<file path="config.mk">
export PLATFORM = sky130hd
export DESIGN_NAME = par_serial8
export DESIGN_NICKNAME = d
export VERILOG_FILES = /design/src/rtl/par_serial8.sv
export SDC_FILE = /design/constraint.sdc
export NUM_CORES = 1
export LEC_CHECK = 0
export ABC_AREA = 1
export CORE_ASPECT_RATIO = 0.75
export CORE_MARGIN = 5
export CORE_UTILIZATION = 49
export DETAILED_ROUTE_END_ITERATION = 10
export PLACE_DENSITY = 0.74
export SLEW_MARGIN = 20
export SYNTH_ARGS = -nofsm -noshare
export SYNTH_HDL_FRONTEND = slang
export SYNTH_SLANG_ARGS = --single-unit
</file>
<file path="constraint.sdc">
create_clock -name clk -period 1.5 [get_ports clk]
set_input_delay 0.3 -clock clk [delete_from_list [all_inputs] [get_ports clk]]
set_output_delay 0.3 -clock clk [all_outputs]
set_load 0.1 [all_outputs]
</file>
<file path="src/rtl/par_serial8.sv">
// Byte-to-bit serializer: a 2-entry byte FIFO feeds an MSB-first shift register,
// and the idle character goes out whenever no byte is queued at a load point.
module par_serial8 #(
    parameter logic [7:0]  IDLE_CHAR = 8'hBC,
    parameter int unsigned BUF_DEPTH = 2
) (
    input  logic       clk,
    input  logic       reset,
    input  logic [7:0] in_data8,
    input  logic       in8,
    output logic       ready8,
    output logic       out_serial,
    output logic       out_valid,
    output logic       byte_start,
    output logic       err_ovf
);

    localparam logic [1:0] FULL = 2'(BUF_DEPTH);

    logic [7:0] shreg_q,    shreg_d;
    logic [2:0] bit_cnt_q,  bit_cnt_d;
    logic       cur_data_q, cur_data_d;
    logic [7:0] fifo_q [2];
    logic [7:0] fifo_d [2];
    logic       rd_ptr_q,   rd_ptr_d;
    logic       wr_ptr_q,   wr_ptr_d;
    logic [1:0] count_q,    count_d;
    logic       err_q,      err_d;

    logic push, drop, load, pop;

    // ready8 comes from the registered count only, so upstream sees no input-to-output path
    assign ready8     = (count_q < FULL);
    assign out_serial = shreg_q[7];
    assign byte_start = (bit_cnt_q == 3'd0);
    assign out_valid  = cur_data_q;
    assign err_ovf    = err_q;

    always_comb begin
        push = in8 && ready8;
        drop = in8 && !ready8;
        load = (bit_cnt_q == 3'd7);
        pop  = load && (count_q != 2'd0);

        bit_cnt_d  = bit_cnt_q + 3'd1;
        shreg_d    = {shreg_q[6:0], 1'b0};
        cur_data_d = cur_data_q;

        // A byte pushed on this same edge is not visible yet: load uses the pre-edge count
        if (load) begin
            if (count_q != 2'd0) begin
                shreg_d    = fifo_q[rd_ptr_q];
                cur_data_d = 1'b1;
            end else begin
                shreg_d    = IDLE_CHAR;
                cur_data_d = 1'b0;
            end
        end

        fifo_d = fifo_q;
        if (push) begin
            fifo_d[wr_ptr_q] = in_data8;
        end

        rd_ptr_d = rd_ptr_q ^ pop;
        wr_ptr_d = wr_ptr_q ^ push;

        case ({push, pop})
            2'b10:   count_d = count_q + 2'd1;
            2'b01:   count_d = count_q - 2'd1;
            default: count_d = count_q;
        endcase

        err_d = err_q | drop;
    end

    always_ff @(posedge clk or posedge reset) begin
        if (reset) begin
            shreg_q    <= IDLE_CHAR;
            bit_cnt_q  <= '0;
            cur_data_q <= 1'b0;
            fifo_q     <= '{default: '0};
            rd_ptr_q   <= 1'b0;
            wr_ptr_q   <= 1'b0;
            count_q    <= '0;
            err_q      <= 1'b0;
        end else begin
            shreg_q    <= shreg_d;
            bit_cnt_q  <= bit_cnt_d;
            cur_data_q <= cur_data_d;
            fifo_q     <= fifo_d;
            rd_ptr_q   <= rd_ptr_d;
            wr_ptr_q   <= wr_ptr_d;
            count_q    <= count_d;
            err_q      <= err_d;
        end
    end

endmodule

</file>
==> impl_metrics.csv, run 1 <==
group,metric,value,unit
status,status,"finished with violations",
status,violations,"negative setup slack",
grt,antenna_found_initial,0,
sta,worst_slack,-0.0152,ns
grt,grt_usage,0.148,
yosys,ys.flop_type,"dfrtp_1",
route,met2_length,1350,um
cells_and_area,num-nets-final,212,
route,wl_met3,102,um
pwr,p_int,0.00223,W
sta,worst_slew_pin_slew,0.413,ns
worst_setup_path,crit_buf_inv,3,
route,ant_nets,0,
sta,rsz0062_at_grt,"yes",
worst_setup_path,rrSetupSlack,0.05,ns
yosys,synth_top_area_frac,0.486,
yosys,synth_compound_area_frac,0.0773,
grt,gr-total-overflow,0,
yosys,synthAdderAreaFrac,0.0521,
worst_setup_path,path_cells,"inv_2 -> ha_4 -> inv_2 -> nor2_4 -> buf_12",
clock_tree,htree_levels,2,
worst_setup_path,critical_path.max_stage_delay,0.40,ns
worst_setup_path,cp-startpoint,"bit_cnt_q[1]",
route,vias,1044,
sta,holdWs,0.357,ns
floorplan,rows,17,
yosys,synth_xor_area_frac,0.00608,
yosys,synthMuxAreaShare,0,
clock_tree,cts_hold_buf,0,
worst_setup_path,worstPathRequired,1.20,ns
sta,period_share,1.01,
place,place_congestion,0.727,
pwr,comb_power_share,0.364,
route,drt-met1-wl,1290,um
pwr,sw_frac_of_total,0.379,
worst_setup_path,reg2regPathDepth,9,
cells_and_area,layout.area.seq,832,sq um
yosys,ys_types,18,
pwr,ir_drop,950,uV
cells_and_area,area_delta_synth_final,35.5,%
yosys,synth-async-reset-ratio,1.00,
yosys,yosys-top-cells-count,"nand2_1 (50), dfrtp_1 (28), inv_1 (28)",
floorplan,die_w,72.6,um
cells_and_area,layout-drive-gt1-share,0.230,
worst_setup_path,timing_worst_setup_path_type,"flip-flop to output pin",
route,post-route-drc-count,0,
yosys,ys_top_cells_by_area,"dfrtp_1 (49%), nand2_1 (13%), dfstp_2 (9.1%), inv_1 (7.3%), o21ai_1 (5.6%)",
yosys,seq_area_frac_synth,0.577,
yosys,synth_most_common_cell,"nand2_1",
clock_tree,cts_tree,"done",
yosys,synth_seq_cells,33,
pwr,powerDensity,1840,nW/um^2
place,dp_hpwl,1860,um
sta,fin_crit,1.52,ns
clock_tree,cts_num_sinks,33,
flow_run,drv_cap,0,
cells_and_area,num_antenna_cells,0,
route,viasPerCell,4.46,
cells_and_area,multiInputGateArea,538,sq um
route,routed_wl,2780,um
worst_setup_path,crit_fanout,2,
worst_setup_path,rr_startpoint,"bit_cnt_q[1]",
worst_setup_path,critical-path-top-delay-family,"flip-flops",
grt,grt_max_degree,34,
worst_setup_path,cp-start-kind,"flip-flop",
worst_setup_path,crit_top_cell,"inv_2",
floorplan,die-area,4140,sq um
worst_setup_path,crit_slowest_cell,"dfrtp_1",
sta,drv_slew,0,
floorplan,io_pins,16,
grt,grt_pass1_wl,4690,um
clock_tree,cts_made_buffers,5,
sta,relSlewSlack,0.725,
sta,max_freq,0.660,GHz
worst_setup_path,worst_ep_arrival_time,1.22,ns
worst_setup_path,cp-end-kind,"output pin",
yosys,syn_avg_cell_area,8.68,sq um
route,top_layer,"met4",
yosys,syn_nets,183,
clock_tree,cts.clk_slew.worst_paths,0.07,ns
yosys,syn_area,1440,sq um
clock_tree,cts-root-buf,"clkbuf_8",
grt,grt_pass1_vias,1040,
place,post_dp_cell_area,1780,sq um
yosys,yosys.area_share.simple,0.194,
pwr,leakagePower,0.961,nW
sta,setup_viol,1,
yosys,synth_largest_area_cell,"dfrtp_1",
pwr,p_clk_frac,0.204,
sta,hold_viol,0,
yosys,synth_edf_count,0,
clock_tree,clk_path_buf_depth,2,
yosys,yosysWarnings,0,
floorplan,fp.dieH,57.0,um
sta,finClkSkew,0.00483,ns
pwr,power.switching,0.00136,W
yosys,synth_top_family_by_area,"simple AND/OR/NAND/NOR gates",
yosys,synthCells,166,
place,portBuffers,15,
cells_and_area,final_area,1950,sq um
worst_setup_path,reg2reg_to,"count_q[1]",
route,drt_pass1_iterations,4,
clock_tree,clock_latency,0.28,ns
route,detail_route.iter0.violations,44,
route,wl_per_cell,11.9,um
floorplan,core,2890,sq um
cells_and_area,fill_cells,242,
min_path,min_path_type,"input pin to asynchronous set/reset pin",
pwr,seq_power_share,0.432,
floorplan,start_util,0.498,
-- kinds of logic (layout without fill, tap and decap cells) --
logic type / Yosys count / count (layout)
AND/OR/NAND/NOR: 71 / 71
buffers and inverters: 34 / 64
flip-flops: 33 / 33
AO/OA/AOI/OAI: 21 / 21
adder cells (fa/ha/maj): 6 / 6
XOR/XNOR: 1 / 1
-- cells in the final DEF, fill, tap and decap left out --
cell type        instances
nand4_1                  1
clkinv_2                 1
o21ai_0                  3
ha_4                     3
ha_1                     2
inv_2                    5
clkdlybuf4s50_1         10
o21ai_1                 16
inv_1                   24
ha_2                     1
o21bai_1                 1
buf_12                   8
nor2_2                   1
dfrtp_1                 28
nor2_1                  16
nand2_1                 49
buf_4                    7
nand3_2                  1
nor2_4                   2
inv_4                    2
o21ai_4                  1
xnor2_1                  1
dfstp_2                  5
nand2_2                  1
clkbuf_8                 7
-- per-layer routing --
layer,vias up,global-route usage
li1,551,-
met1,474,0.183
met2,15,0.239
met3,4,0.0528
met4,0,0.0553
met5,-,0
-- metrics by stage --
step | TNS, ns | util | total power, W | std cells | setup slack, ns
2_1_floorplan | 0 | - | 0.00239 | 166 | 0.00446
3_3_place_gp | -1.04 | 0.617 | 0.00278 | 223 | -0.125
3_5_place_dp | -2.16 | 0.617 | 0.00285 | 223 | -0.204
4_1_cts | -0.0153 | 0.656 | 0.00361 | 231 | -0.0153
5_1_grt | -0.102 | 0.675 | 0.00384 | 234 | -0.0654
6_report | -0.0152 | 0.675 | 0.00360 | 234 | -0.0152
-- power by group through the flow --
| stage | Combinational, W | Sequential (W) | Clock, W |
|---|---|---|---|
| after floorplan | 0.000765 | 0.00162 | 0 |
| after global placement | 0.00124 | 0.00154 | 0 |
| after detailed placement | 0.00129 | 0.00156 | 0 |
| after CTS | 0.00131 | 0.00155 | 0.000753 |
| after global routing | 0.00146 | 0.00160 | 0.000784 |
| final | 0.00131 | 0.00155 | 0.000736 |
-- flip-flops by register name, indices dropped and copies added (netlist names) --
signal	cells
fifo_q	16
shreg_q	8
bit_cnt_q	3
count_q	2
err_ovf	1
out_valid	1
rd_ptr_q	1
wr_ptr_q	1
-- tightest hold or removal path, delay by kind of cell --
family | cells | cell delay (ns)
buffers and inverters | 3 | 0.70
-- timing repair --
action / 4_1_cts / 5_1_grt
pin swaps: 0 / 5
setup endpoints to repair: 2 / 2
resized for setup: 3 / 9
setup buffers: 0 / 3
-- how the worst max path moves through the flow --
| stage | endpoint | slack [ns] | cells after the start |
|---|---|---|---|
| finish | byte_start | -0.02 | 5 |
| global route | byte_start | -0.07 | 5 |
| CTS | byte_start | -0.02 | 5 |
| detailed placement | count_q[1] | -0.20 | 9 |
| global placement | count_q[1] | -0.12 | 9 |
| floorplan | count_q[1] | 0.004 | 9 |
-- final cells by class --
type / count / share of cell area
inverters: 31 / 0.0621
multi-input cells: 99 / 0.275
well taps: 38 / 0.0243
clock buffers: 7 / 0.0493
flip-flops and latches: 33 / 0.426
clock inverters: 1 / 0.00256
repair buffers: 25 / 0.160
(Power assumes the default switching activity.)
==> inputs of run 2 (changes only) <==
--- a/config.mk
+++ b/config.mk
@@ -7,7 +7,7 @@
 export LEC_CHECK = 0
 export ABC_AREA = 1
 export CORE_ASPECT_RATIO = 0.75
-export CORE_MARGIN = 5
+export CORE_MARGIN = 2
 export CORE_UTILIZATION = 49
 export DETAILED_ROUTE_END_ITERATION = 10
 export PLACE_DENSITY = 0.74
==> run 2 against run 1 <==
Net effect:
- the run now ends clean
- critical path depth is the same
- sequential share of layout area grew 0.36 points
- clock power shrank 7.9%
- sequential cell count is the same
- clock-buffer cell count grew 1
- non-clock buffer count grew 1
- setup slack gained 0.022 ns
- largest power group unchanged
==> impl_metrics.csv, run 2 (synthesis results as in run 1) <==
group,metric,value,unit
status,status,"complete, no violations",
cells_and_area,num_antenna_cells,0,
clock_tree,cts_num_sinks,33,
worst_setup_path,reg2reg_to,"count_q[1]",
cells_and_area,area_delta_synth_final,34.4,%
pwr,sw_frac_of_total,0.377,
clock_tree,cts-root-buf,"clkbuf_8",
worst_setup_path,worst_ep_arrival_time,1.19,ns
cells_and_area,reg_top3,"fifo_q (16), shreg_q (8), bit_cnt_q (3)",
sta,setup_tns,0,ns
route,vias,1057,
sta,finClkSkew,0.00748,ns
cells_and_area,layout-drive-gt1-share,0.218,
route,viasPerCell,4.50,
floorplan,die_w,66.6,um
clock_tree,cts_tree,"done",
cells_and_area,fin_util,0.675,
worst_setup_path,timing_worst_setup_path_type,"flip-flop to output pin",
grt,gr-total-overflow,0,
cells_and_area,layout_commonest_cell,"nand2_1",
cells_and_area,largest-register,"fifo_q",
sta,setup_viol,0,
sta,hold_viol,0,
pwr,comb_power_share,0.367,
pwr,powerDensity,1810,nW/um^2
cells_and_area,final_area,1940,sq um
cells_and_area,final_cell_mix,"nand2_1 (50), dfrtp_1 (28), inv_1 (24), o21ai_1 (16), nor2_1 (16)",
worst_setup_path,reg2regPathDepth,9,
worst_setup_path,worstPathRequired,1.20,ns
clock_tree,cts_made_buffers,5,
clock_tree,htree_levels,2,
route,post-route-drc-count,0,
floorplan,fp.dieH,51.0,um
sta,fin_crit,1.49,ns
cells_and_area,multiInputGateArea,528,sq um
flow_run,drv_cap,0,
worst_setup_path,rr_startpoint,"bit_cnt_q[1]",
sta,worst_slew_pin_slew,0.420,ns
worst_setup_path,cp-end-kind,"output pin",
grt,grt_max_degree,34,
worst_setup_path,rrSetupSlack,0.09,ns
route,routed_wl,2570,um
sta,rsz0062_at_grt,"yes",
grt,grt_pass1_wl,4370,um
place,dp_hpwl,1820,um
pwr,power.switching,0.00132,W
place,place_inst,224,
floorplan,start_util,0.502,
cells_and_area,layout.area.seq,832,sq um
clock_tree,cts_hold_buf,0,
sta,drv_slew,0,
grt,grt_pass1_vias,990,
place,portBuffers,15,
floorplan,core,2870,sq um
sta,period_share,0.996,
place,post_dp_cell_area,1790,sq um
place,place_congestion,0.752,
min_path,min_path_type,"input pin to asynchronous set/reset pin",
floorplan,die-area,3400,sq um
floorplan,rows,17,
cells_and_area,largest_reg_flops,16,
clock_tree,clk_path_buf_depth,2,
route,wl_per_cell,11.0,um
grt,grt_usage,0.180,
cells_and_area,fill_cells,239,
floorplan,io_pins,16,
grt,antenna_found_initial,0,
worst_setup_path,crit_fanout,2,
worst_setup_path,cp-start-kind,"flip-flop",
pwr,p_clk_frac,0.193,
sta,max_freq,0.670,GHz
route,drt_pass1_iterations,4,
route,detail_route.iter0.violations,36,
clock_tree,clock_latency,0.29,ns
route,ant_nets,0,
sta,relSlewSlack,0.720,
pwr,leakagePower,0.958,nW
cells_and_area,num-nets-final,213,
cells_and_area,finalNonFillerCells,235,
pwr,p_int,0.00219,W
pwr,ir_drop,792,uV
pwr,seq_power_share,0.440,
clock_tree,cts.clk_slew.worst_paths,0.07,ns
==> run 2: cell types whose count changed in the layout (fill, tap and decap cells not counted) <==
cell / delta
nand2_1: +1
clkinv_2: -1
clkbuf_8: -1
nand2_2: -1
clkbuf_1: +2
inv_2: +1
o21ai_4: -1
inv_4: -1
buf_4: +1
o21ai_2: +1
==> run 2: power by group through the flow <==
| stage | sequential, W | clock (W) | combinational, W |
|---|---|---|---|
| after CTS | 0.00155 | 0.000701 | 0.00130 |
| after global routing | 0.00160 | 0.000742 | 0.00145 |
| after detailed placement | 0.00156 | 0 | 0.00128 |
| after floorplan | 0.00162 | 0 | 0.000765 |
| final | 0.00154 | 0.000678 | 0.00129 |
| after global placement | 0.00154 | 0 | 0.00124 |
==> run 2: worst max-delay path, stage by stage (launching register included) <==
cell and delay, ns:
dfrtp_1 0.39, inv_2 0.08, ha_4 0.13, inv_2 0.04, nor2_4 0.09, buf_12 0.18
==> run 2: worst max-delay path by stage <==
stage                       from    endpoint  slack (ns)  depth (start not counted)
global route        bit_cnt_q[0]  byte_start       -0.06                          5
detailed placement           in8  count_q[1]       -0.19                          9
CTS                 bit_cnt_q[1]  byte_start       -0.04                          5
floorplan           bit_cnt_q[0]  count_q[1]       0.004                          9
finish              bit_cnt_q[0]  byte_start       0.006                          5
global placement             in8  count_q[1]       -0.13                          9
==> run 2: final cells by class <==
type / count / area share
multi-input cells: 99 / 0.273
repair buffers: 26 / 0.165
inverters: 31 / 0.0614
flip-flops and latches: 33 / 0.430
clock buffers: 8 / 0.0465
well taps: 38 / 0.0245
==> run 2: metal layers <==
layer	wire, um	up-vias	GRT usage
li1	-	556	-
met1	1240	483	0.238
met2	1190	14	0.263
met3	109	4	0.0793
met4	34	0	0.0612
met5	0	-	0
==> run 2: repair_timing <==
action	CTS	global route
gates resized for setup	3	6
gates cloned	0	0
setup endpoints to repair	2	2
setup buffers	0	3
pin swaps	0	2
==> run 2: through the flow <==
step	power (W)	hold slack, ns	setup WS [ns]
final	0.00351	0.356	0.00642
after global routing	0.00378	0.406	-0.0628
after CTS	0.00354	0.352	-0.0391
after detailed placement	0.00284	0.440	-0.186
after global placement	0.00278	0.434	-0.130
after floorplan	0.00239	0.421	0.00446
==> inputs of run 3 (changes only) <==
--- a/config.mk
+++ b/config.mk
@@ -11,6 +11,8 @@
 export CORE_UTILIZATION = 49
 export DETAILED_ROUTE_END_ITERATION = 10
 export PLACE_DENSITY = 0.74
+export SKIP_CTS_REPAIR_TIMING = 1
+export SKIP_LAST_GASP = 1
 export SLEW_MARGIN = 20
 export SYNTH_ARGS = -nofsm -noshare
 export SYNTH_HDL_FRONTEND = slang
==> run 3 against run 2 <==
Net effect:
- largest power group unchanged
- global-route usage unchanged
- non-clock buffer count decreased by 1
- the run now ends with negative setup slack left
- utilization decreased by 0.52 points
- critical path depth unchanged
- setup slack got worse by 0.016 ns
- wire length decreased by 1.2%
- power about the same
- clock power about the same
==> impl_metrics.csv, run 3 (synthesis results as in run 1) <==
group,metric,value,unit
grt,grt_max_degree,34,
floorplan,die_w,66.6,um
route,detail_route.iter0.violations,35,
floorplan,rows,17,
worst_setup_path,cp-end-kind,"output pin",
grt,grt_pass1_wl,4380,um
sta,max_freq,0.663,GHz
pwr,ir_drop,791,uV
worst_setup_path,crit_fanout,2,
sta,worst_slew_pin_slew,0.422,ns
grt,grt_use_met3,0.0793,
route,wl_per_cell,10.9,um
worst_setup_path,rrSetupSlack,0.08,ns
grt,gr-total-overflow,0,
floorplan,io_pins,16,
place,place_congestion,0.752,
route,post-route-drc-count,0,
place,dp_hpwl,1820,um
flow_run,drv_cap,0,
floorplan,core,2870,sq um
clock_tree,cts-root-buf,"clkbuf_8",
cells_and_area,largest_reg_flops,16,
grt,grt_util_met1,0.239,
worst_setup_path,reg2reg_to,"count_q[1]",
pwr,p_total,0.00351,W
place,portBuffers,15,
route,drt_pass1_iterations,4,
status,status,"finished with violations",
clock_tree,cts.clk_slew.worst_paths,0.07,ns
sta,relSlewSlack,0.719,
sta,rsz0062_at_grt,"yes",
place,place_inst,224,
cells_and_area,fin_util,0.669,
sta,hold_viol,0,
cells_and_area,final_area,1920,sq um
sta,period_share,1.01,
cells_and_area,num_antenna_cells,0,
cells_and_area,layout-drive-gt1-share,0.209,
cells_and_area,reg_top3,"fifo_q (16), shreg_q (8), bit_cnt_q (3)",
route,vias,1050,
worst_setup_path,crit_top_cell,"inv_2",
place,post_dp_cell_area,1790,sq um
pwr,powerDensity,1830,nW/um^2
cells_and_area,final_cell_mix,"nand2_1 (50), dfrtp_1 (28), inv_1 (24), o21ai_1 (16), nor2_1 (16)",
sta,fin_crit,1.51,ns
cells_and_area,largest-register,"fifo_q",
clock_tree,clk_path_buf_depth,2,
sta,setup_tns,-0.00939,ns
sta,finClkSkew,0.00754,ns
floorplan,die-area,3400,sq um
route,viasPerCell,4.49,
grt,antenna_found_initial,0,
clock_tree,clock_latency,0.28,ns
worst_setup_path,crit_slowest_cell,"dfrtp_1",
sta,setup_viol,1,
pwr,leakagePower,0.947,nW
sta,drv_slew,0,
grt,met2_usage,0.262,
sta,worst_slack,-0.00939,ns
floorplan,start_util,0.502,
worst_setup_path,timing_worst_setup_path_type,"flip-flop to output pin",
worst_setup_path,path_cells,"inv_2 -> ha_4 -> inv_2 -> nor2_4 -> buf_12",
clock_tree,htree_levels,2,
clock_tree,cts_tree,"done",
cells_and_area,num-nets-final,212,
grt,grt_pass1_vias,991,
grt,grt_usage,0.180,
worst_setup_path,worst_ep_arrival_time,1.21,ns
floorplan,fp.dieH,51.0,um
cells_and_area,area_delta_synth_final,33.3,%
worst_setup_path,critical_path.max_stage_delay,0.40,ns
worst_setup_path,rr_startpoint,"bit_cnt_q[0]",
min_path,min_path_type,"input pin to asynchronous set/reset pin",
worst_setup_path,cp-start-kind,"flip-flop",
clock_tree,cts_made_buffers,5,
status,violations,"negative setup slack",
clock_tree,cts_num_sinks,33,
worst_setup_path,worstPathRequired,1.20,ns
route,routed_wl,2540,um
cells_and_area,layout_commonest_cell,"nand2_1",
route,ant_nets,0,
cells_and_area,finalNonFillerCells,234,
grt,top_usage_layer,"met2",
worst_setup_path,reg2regPathDepth,9,
run 3: layer usage:
layer  vias up  wire length (um)
li1        554                 -
met1       478              1230
met2        15              1160
met3         3               114
met4         0                40
met5         -                 0
run 3: area by class of cell:
| class | instances | area, sq um |
|---|---|---|
| inverters | 31 | 116 |
| multi-input cells | 99 | 523 |
| clock buffers | 8 | 90.1 |
| flip-flops and latches | 33 | 832 |
| well taps | 38 | 47.5 |
| fillers | 242 | 950 |
| repair buffers | 25 | 313 |
run 3: how the worst max path moves through the flow:
stage	start	to	slack, ns
detailed placement	in8	count_q[1]	-0.19
global route	bit_cnt_q[1]	byte_start	-0.07
finish	bit_cnt_q[1]	byte_start	-0.009
CTS	bit_cnt_q[0]	byte_start	-0.06
floorplan	bit_cnt_q[0]	count_q[1]	0.004
global placement	in8	count_q[1]	-0.13
run 3: worst max-delay path, delay by kind of cell (launching register included):
family / cells / cell delay, ns
buffers and inverters: 3 / 0.30
flip-flops: 1 / 0.40
AND/OR/NAND/NOR: 1 / 0.11
adder cells (fa/ha/maj): 1 / 0.12
run 3: report_power, final:
group          internal, W  switching, W  leakage (nW)
Clock             0.000374      0.000304        0.0455
Combinational     0.000518      0.000766         0.510
Sequential         0.00129      0.000252         0.392
Total              0.00219       0.00132         0.947
run 3: stage by stage:
step           hold slack, ns  worst slack [ns]
2_1_floorplan           0.421           0.00446
3_3_place_gp            0.434            -0.130
3_5_place_dp            0.440            -0.186
4_1_cts                 0.352           -0.0553
5_1_grt                 0.406           -0.0744
6_report                0.356          -0.00939
